**src/rtl/counter_12.sv**
```systemverilog
// Free-running modulo-MODULUS up-counter with asynchronous active-low clear.
// Out-of-range values collapse to zero on the next edge.
module counter_12 #(
   parameter int MODULUS = 12,
   parameter int WIDTH   = 4
) (
   input  logic             clk,
   input  logic             rst,
   output logic [WIDTH-1:0] count
);

   localparam logic [WIDTH-1:0] LAST = WIDTH'(MODULUS - 1);

   logic [WIDTH-1:0] count_q;

   // ">=" rather than "==" so an upset to 12..15 self-recovers
   always_ff @(posedge clk or negedge rst) begin
      if (!rst) begin
         count_q <= '0;
      end else if (count_q >= LAST) begin
         count_q <= '0;
      end else begin
         count_q <= count_q + WIDTH'(1);
      end
   end

   assign count = count_q;

endmodule

```
**config.mk**
```make
export PLATFORM = sky130hd
export DESIGN_NAME = counter_12
export DESIGN_NICKNAME = d
export VERILOG_FILES = /design/src/rtl/counter_12.sv
export SDC_FILE = /design/constraint.sdc
export NUM_CORES = 1
export LEC_CHECK = 0
export CORE_AREA = 2 2 39 41
export CTS_CLUSTER_DIAMETER = 30
export CTS_CLUSTER_SIZE = 12
export DETAILED_ROUTE_END_ITERATION = 8
export DIE_AREA = 0 0 41 43
export GPL_TIMING_DRIVEN = 0
export PLACE_DENSITY = 0.35
export SYNTH_ARGS = -nofsm -noshare
export SYNTH_HDL_FRONTEND = slang
export SYNTH_SLANG_ARGS = --single-unit
export TNS_END_PERCENT = 50
```
**constraint.sdc**
```tcl
create_clock -name clk -period 1.9 [get_ports clk]
set_clock_uncertainty 0.2 [all_clocks]
set_input_delay 0.57 -clock clk [delete_from_list [all_inputs] [get_ports clk]]
set_output_delay 0.57 -clock clk [all_outputs]
set_load 0.03 [all_outputs]
```
==> results of run 1 <==
[kinds of logic (layout without fill, tap and decap cells)]
logic type | count (synthesis) | after routing | synth area share (%)
buffers and inverters | 0 | 8 | 0
flip-flops | 4 | 4 | 60.6
AND/OR/NAND/NOR | 5 | 5 | 18.9
adder cells (fa/ha/maj) | 1 | 1 | 7.57
AO/OA/AOI/OAI | 2 | 2 | 7.57
XOR/XNOR | 1 | 1 | 5.30
[final timing paths]
check	start	end	slack, ns
worst max-delay path	count[2]	count[2]	0.08
worst min-delay path	count[0]	count[0]	0.28
worst max register to register	count[0]	count[3]	0.68
worst min register to register	count[0]	count[0]	0.28
max in group asynchronous	rst	count[1]	1.00
min in group asynchronous	rst	count[2]	0.34
[routing by layer]
metal | GRT usage [%] | share of wire [%]
met1 | 5.21 | 44
met2 | 5.00 | 38
met3 | 9.95 | 17
met4 | 2.00 | 0
met5 | 0 | 0
[where the power goes]
group	switching, mW	internal (mW)	total, mW	leakage [nW]
combinational	0.00144	0.00183	0.00327	0.0545
sequential	0	0.0857	0.0857	0.0518
clock	0.0326	0.0705	0.103	0.0138
total	0.0340	0.158	0.192	0.120
[layout make-up]
cell class,instances,share of cell area [%]
Timing Repair Buffer,5,17.8
Tap cell,16,7.92
Multi-Input combinational cell,9,25.7
Sequential cell,4,39.6
Clock buffer,3,8.91
[layout by cell type (no fill, tap or decap)]
master,n
o21a_1,1
nand2b_1,1
dfrtp_1,4
xnor2_1,1
clkbuf_4,3
nand4b_1,1
nor2b_2,1
o21ai_0,1
ha_1,1
clkdlybuf4s50_1,1
dlygate4sd2_1,4
nor2_1,2
[cell usage after synthesis, drive strengths merged]
master  count
dfrtp       4
nor2        2
ha          1
nand2b      1
nand4b      1
nor2b       1
o21a        1
o21ai       1
xnor2       1
[timing repair]
| action | in CTS | in global routing |
|---|---|---|
| setup endpoints to repair | 4 | 0 |
| endpoints found under the hold margin | 0 | 0 |
| resized for setup | 4 | 0 |
==> flow_summary.json, run 1 <==
{
  "status": "finished, final reports clean",
  "final_cell_area_um2": 253,
  "cap_violations": 0,
  "period_share_pct": 95.9,
  "overflow": 0,
  "fp.dieW_um": 41,
  "cp_top_family": "buffers and inverters",
  "maxSlewHeadroom_pct": 80.0,
  "rows": 14,
  "power_density_nw_per_um2": 760,
  "fmax_mhz": 549,
  "wl_um": 307,
  "drc": 0,
  "seq_area_frac_synth_pct": 60.6,
  "syn-num-nets": 16,
  "finish.utilization_pct": 18.3,
  "clk_latency_ns": 0.23,
  "yosysTopAreaCellShare_pct": 60.6,
  "io_buffers": 5,
  "avgSynthCellArea_um2": 12.7,
  "place_ws_ns": 0.0401,
  "critical_path_class": "reg -> out",
  "layout_setup_ws_ns": 0.0780,
  "tns_ns": 0,
  "cts_tree": "built",
  "instances_no_fill": 37,
  "ys_top_cells_by_area": "dfrtp_1 61%, ha_1 7.6%, nand4b_1 5.3%",
  "fin_crit_ns": 1.82,
  "die-area_um2": 1760,
  "synth_largest_area_cell": "dfrtp_1",
  "hold_class": "reg -> reg",
  "critPathCaptureType": "primary output",
  "ys_ff_latch": 4,
  "tightestPinTransition_ns": 0.301,
  "h-tree-depth": 1,
  "synth_cell_types": 9,
  "cts_sinks": 4,
  "total_power_mw": 0.192,
  "p_leak_nw": 0.120,
  "rsz0062_at_grt": "false",
  "setup_viol_count_final": 0,
  "holdPathStages": 1,
  "drv_slew": 0,
  "drive_gt1_share_pct": 19.0,
  "arrival_ns": 1.05,
  "fillCellCount": 148,
  "drtIter0Drc": 0,
  "area_growth_pct": 53.0,
  "startpoint_type": "register",
  "hold_viol_final": 0,
  "gp_congestion": 0.671,
  "ir_worst_vdd_mv": 0.259,
  "grt_pass1_wl_um": 503,
  "num_vias": 128,
  "crit_buf_inv": 1,
  "coreArea_um2": 1380,
  "dp_cells": 34,
  "initial_utilization_pct": 11.9,
  "num_io_pins": 6,
  "cts.path.max_buffers": 2,
  "worstPathCellList": "dlygate4sd2_1",
  "antenna_cells": 0,
  "place_area_um2": 235,
  "grt_usage_pct": 5.44,
  "grt_pass1_vias": 118,
  "firstDrtPassIters": 1,
  "avgViaCountPerCell": 3.46,
  "hold_slack_ns": 0.284,
  "synth_cells": 13,
  "die_h_um": 43,
  "yosys_warnings": 0,
  "grt_max_degree": 6,
  "slowest_delay_ns": 0.42,
  "register_area_um2": 100,
  "multi_input_area_um2": 65.1,
  "slowest_stage": "dlygate4sd2_1",
  "drtAntennaViolNets": 0,
  "post-cts-setup-buffers": 0,
  "largest_reg_flops": 4,
  "cts-root-buf": "clkbuf_4",
  "syn-cell-area_um2": 165,
  "clk_pin_slew_ns": 0.04,
  "antenna_found_initial": 0,
  "cts_hold_buf": 0,
  "worstPathMaxFanout": 5,
  "crit_cells": 1,
  "cp_data_required_time_ns": 1.13,
  "nNetsFinal": 26,
  "reg2reg_depth": 3,
  "numCtsBuffers": 3,
  "wl_per_cell_um": 8.30
}
No activity file was read; power rests on OpenSTA's default activity.
==> run 2, diff against run 1 <==
CAP_MARGIN = 20   (was unset)
SKIP_CTS_REPAIR_TIMING = 1   (was unset)
SLEW_MARGIN = 20   (was unset)
==> run 2 against run 1 <==
  * Sequential power is essentially flat
  * Cell count did not move
  * Critical path depth unchanged
  * First-iteration DRC count stayed put
  * Fmax up 6.0%
  * Worst hold slack improved by 0.0022 ns
  * Global-route usage did not move
  * Sequential cell count unchanged
  * Register-to-register slack hardly changed
  * Via count fell by 0.78%
  * Core utilization increased by 1.1 points
  * Worst setup slack improved by 0.10 ns
  * Largest power group unchanged
==> flow_summary.json, run 2 (synthesis gave the netlist of run 1 again) <==
{
  "status": "finished, final reports clean",
  "fp.dieW_um": 41,
  "cp_data_required_time_ns": 1.13,
  "grt_max_degree": 6,
  "grt_pass1_vias": 118,
  "rows": 14,
  "cts.path.max_buffers": 2,
  "initial_utilization_pct": 11.9,
  "r2r-end": "count[3]",
  "critPathCaptureType": "primary output",
  "firstDrtPassIters": 1,
  "grt_pass1_wl_um": 503,
  "h-tree-depth": 1,
  "slowest_stage": "dfrtp_1",
  "reg2reg_depth": 3,
  "clk_pin_slew_ns": 0.04,
  "r2r_slack_ns": 0.68,
  "wl_um": 319,
  "overflow": 0,
  "period_share_pct": 90.5,
  "wl_per_cell_um": 8.62,
  "maxSlewHeadroom_pct": 78.6,
  "tightestPinTransition_ns": 0.320,
  "area_growth_pct": 62.1,
  "drive_gt1_share_pct": 19.0,
  "cap_violations": 0,
  "num_vias": 127,
  "finish.utilization_pct": 19.3,
  "crit_buf_inv": 1,
  "drtAntennaViolNets": 0,
  "drv_slew": 0,
  "hold_class": "reg -> reg",
  "worstPathMaxFanout": 5,
  "holdPathEnd": "count[0]",
  "hp-start": "count[0]",
  "setup_viol_count_final": 0,
  "final_cell_mix": "4 x dfrtp_1, 4 x dlymetal6s2s_1, 3 x clkbuf_4",
  "antenna_cells": 0,
  "holdPathStages": 1,
  "die-area_um2": 1760,
  "drc": 0,
  "nNetsFinal": 26,
  "coreArea_um2": 1380,
  "final_cell_area_um2": 268,
  "grt_usage_pct": 5.44,
  "r2r-start": "count[0]",
  "io_buffers": 5,
  "clk_latency_ns": 0.23,
  "cts-root-buf": "clkbuf_4",
  "cp_top_family": "flip-flops",
  "hold_viol_final": 0,
  "worstPathCellList": "dlymetal6s2s_1",
  "arrival_ns": 0.95,
  "numCtsBuffers": 3,
  "rsz0062_at_grt": "false",
  "gp_congestion": 0.671,
  "ir_worst_vdd_mv": 0.260,
  "p_leak_nw": 0.164,
  "fin_crit_ns": 1.72,
  "critical_path_class": "reg -> out",
  "cts_tree": "built",
  "power_density_nw_per_um2": 719,
  "num_io_pins": 6,
  "fmax_mhz": 582,
  "largest_reg_flops": 4,
  "slowest_delay_ns": 0.40,
  "startpoint_type": "register",
  "avgViaCountPerCell": 3.43,
  "total_power_mw": 0.192,
  "antenna_found_initial": 0,
  "die_h_um": 43,
  "layout_setup_ws_ns": 0.181,
  "drtIter0Drc": 0,
  "cts_sinks": 4,
  "place_ws_ns": 0.0401,
  "place_area_um2": 235
}
run 2: cell types whose count changed in the layout (fill, tap and decap cells not counted):
cell and change:
dlymetal6s2s_1 +4, dlygate4sd2_1 -4
run 2: power breakdown:
part | internal, mW | total [mW] | switching (mW) | leakage, nW
combinational | 0.00183 | 0.00327 | 0.00145 | 0.0979
clock | 0.0705 | 0.103 | 0.0329 | 0.0138
sequential | 0.0857 | 0.0857 | 0 | 0.0518
run 2: worst max-delay path by stage:
stage	start	end	cells past startpoint
floorplan	count[0]	count[1]	3
global placement	count[2]	count[2]	1
detailed placement	count[2]	count[2]	1
CTS	count[2]	count[2]	1
global route	count[2]	count[2]	1
finish	count[2]	count[2]	1
run 2: per-layer routing:
layer  share of wire, %  global-route usage, %
met5                  0                      0
met4                  0                   2.00
met3                 19                   9.95
met2                 36                   5.00
met1                 45                   5.21
run 2: final cells by class:
class	count	area (um2)
fill	144	1120
sequential	4	100
multi-input combinational	9	65.1
timing repair buffer	5	60.1
clock buffer	3	22.5
tap	16	20.0
run 2: stage by stage:
stage,cells,hold slack [ns],setup TNS [ns]
3_3_place_gp,34,0.287,0
4_1_cts,37,0.300,-0.786
2_1_floorplan,13,0.0744,0
3_5_place_dp,34,0.285,0
6_report,37,0.286,0
5_1_grt,37,0.323,0
==> run 3, diff against run 2 <==
SLEW_MARGIN = 0   (was 20)
==> results of run 3 <==
Final layout, timing and power as in run 2 (identical DEF).
==> RTL edit: new RTL, flow settings as in run 2 <==
Put one more register stage on the output `count`, with the module's reset. The value now appears one clock later.
--- a/src/rtl/counter_12.sv
+++ b/src/rtl/counter_12.sv
@@ -24,7 +24,13 @@
       end
    end
 
-   assign count = count_q;
+   always_ff @(posedge clk or negedge rst) begin
+      if (!rst) begin
+         count <= '0;
+      end else begin
+         count <= count_q;
+      end
+   end
 
 endmodule
 
Formal check against the unedited RTL: not equivalent (a bounded check fails within 4 cycles, from zero or initial values and one cycle with rst low).
==> RTL edit against run 2 <==
Die area is the same; area after synthesis increased by 61%; cell area grew 37%; via count increased by 17%; power rose by 56%; routed wire length is 12% higher; utilization is 7.2 points higher; global-route usage is 0.44 points higher; worst setup slack better by 0.11 ns; sequential cell count is 4 higher; sequential share of layout area increased by 17 points; combinational power increased by 48%; critical path depth is the same; critical path type unchanged; largest power group is now registers.
==> RTL edit: results (changes against run 2) <==
status=finished clean; final period utilization=84.53% (-6.0 points); CTS H-tree lvls=1 (unchanged); largest registers in the final layout=count (4), count_q (4); Critical Path AT=0.84 ns (-0.11 ns); worst reg2reg path endpoint=count_q[1]$_DFF_PN0_; crit path to=count[0]; sw frac=18.54% (+0.67 points); crit-path max FO=1 (-4); Area contributors post-synth=dfrtp_1 75%, ha_1 4.7%, nand4b_1 3.3%, nor2b_2 3.3%, xnor2_1 3.3%; WL final=358 µm (+12%); Crit. Startpoint=count[0]$_DFF_PN0_; placed cell count=38 (+12%); Post-Syn Nets=20 (+4); DP Worst Slack=0.1623 ns (+0.1222 ns); worst hold endpoint=count[1]$_DFF_PN0_; I/O Buffers=5 (unchanged); hold path start=count_q[1]$_DFF_PN0_; Finished Layout Cells=41 (+11%); post-synthesis sequential area ratio=75.47% (+15 points); worst skew pair latency=0.25 ns (+0.02 ns); first-pass GRT wire length=579 µm (+15%); Final Wtd Congestion=0.7548 (+12%); Synth top cells by count=8 x dfrtp_1, 2 x nor2_1; FF-to-FF Start=count_q[0]$_DFF_PN0_; vias in the first global route=142 (+20%); min-delay worst type=register to register; Hold Path Stages=0 (-1); share of layout cells above drive strength 1=16.00% (-3.0 points); largest net degree at the start of global routing=9 (+3); nets=30 (+15%); total track usage=5.888% (+0.44 points); max incr delay on CP=0.31 ns (-0.09 ns); Lkg Pwr=0.0002382 µW (+46%); worst slew pin tran=0.3446 ns (+0.02445 ns); Filler cells=135 (-6.3%); Avg Inst Size Synth=15.60 µm² (+23%); WHS=0.2178 ns (-0.06817 ns); Peak VDD IR=0.0002882 V (+11%)
RTL edit: changes by cell type after synthesis:
cell / delta
dfrtp_1: +4
inv_1: +1
nand2b_1: -1
o31ai_1: +1
o21ai_0: -1
RTL edit: through the flow:
stage               setup TNS, ns  instance area, µm²
floorplan                       0               265.3
CTS                       -0.4301               357.8
global route                    0               367.9
detailed placement              0               335.3
finish                          0               367.9
global placement                0               335.3
RTL edit: cell families (layout without fill, tap and decap cells):
logic type	after synthesis	in the layout	share of synthesized area [%]
xor gates and xnor gates	1	1	3.302
buffers and inverters	1	9	1.414
adders and majority gates	1	1	4.716
and+or+nand+nor	4	4	9.436
AOI/OAI and AO/OA	2	2	5.662
DFF	8	8	75.47
RTL edit: area by class of cell:
cell class / count / area [µm²] / share of cell area, %
Timing Repair Buffer: 5 / 60.06 / 16.33
Multi-Input combinational cell: 8 / 61.31 / 16.67
Tap cell: 16 / 20.02 / 5.442
Inverter: 1 / 3.754 / 1.020
Clock buffer: 3 / 22.52 / 6.122
Sequential cell: 8 / 200.2 / 54.42
RTL edit: power groups by stage:
stage               Combinational [µW]  Sequential [µW]  Clock, µW
finish                            4.83              171        125
global route                      5.54              170        145
CTS                               5.14              170        135
detailed placement                5.10              173          0
global placement                  5.13              173          0
floorplan                    0.0000235              174          0
RTL edit: per-layer routing:
| metal | wire [µm] | GRT usage, % | vias to the layer above |
|---|---|---|---|
| met2 | 143 | 5.625 | 10 |
| met5 | 0 | 0 | - |
| met4 | 0 | 4.000 | 0 |
| met3 | 51 | 7.853 | 0 |
| li1 | - | - | 74 |
| met1 | 162 | 6.333 | 65 |
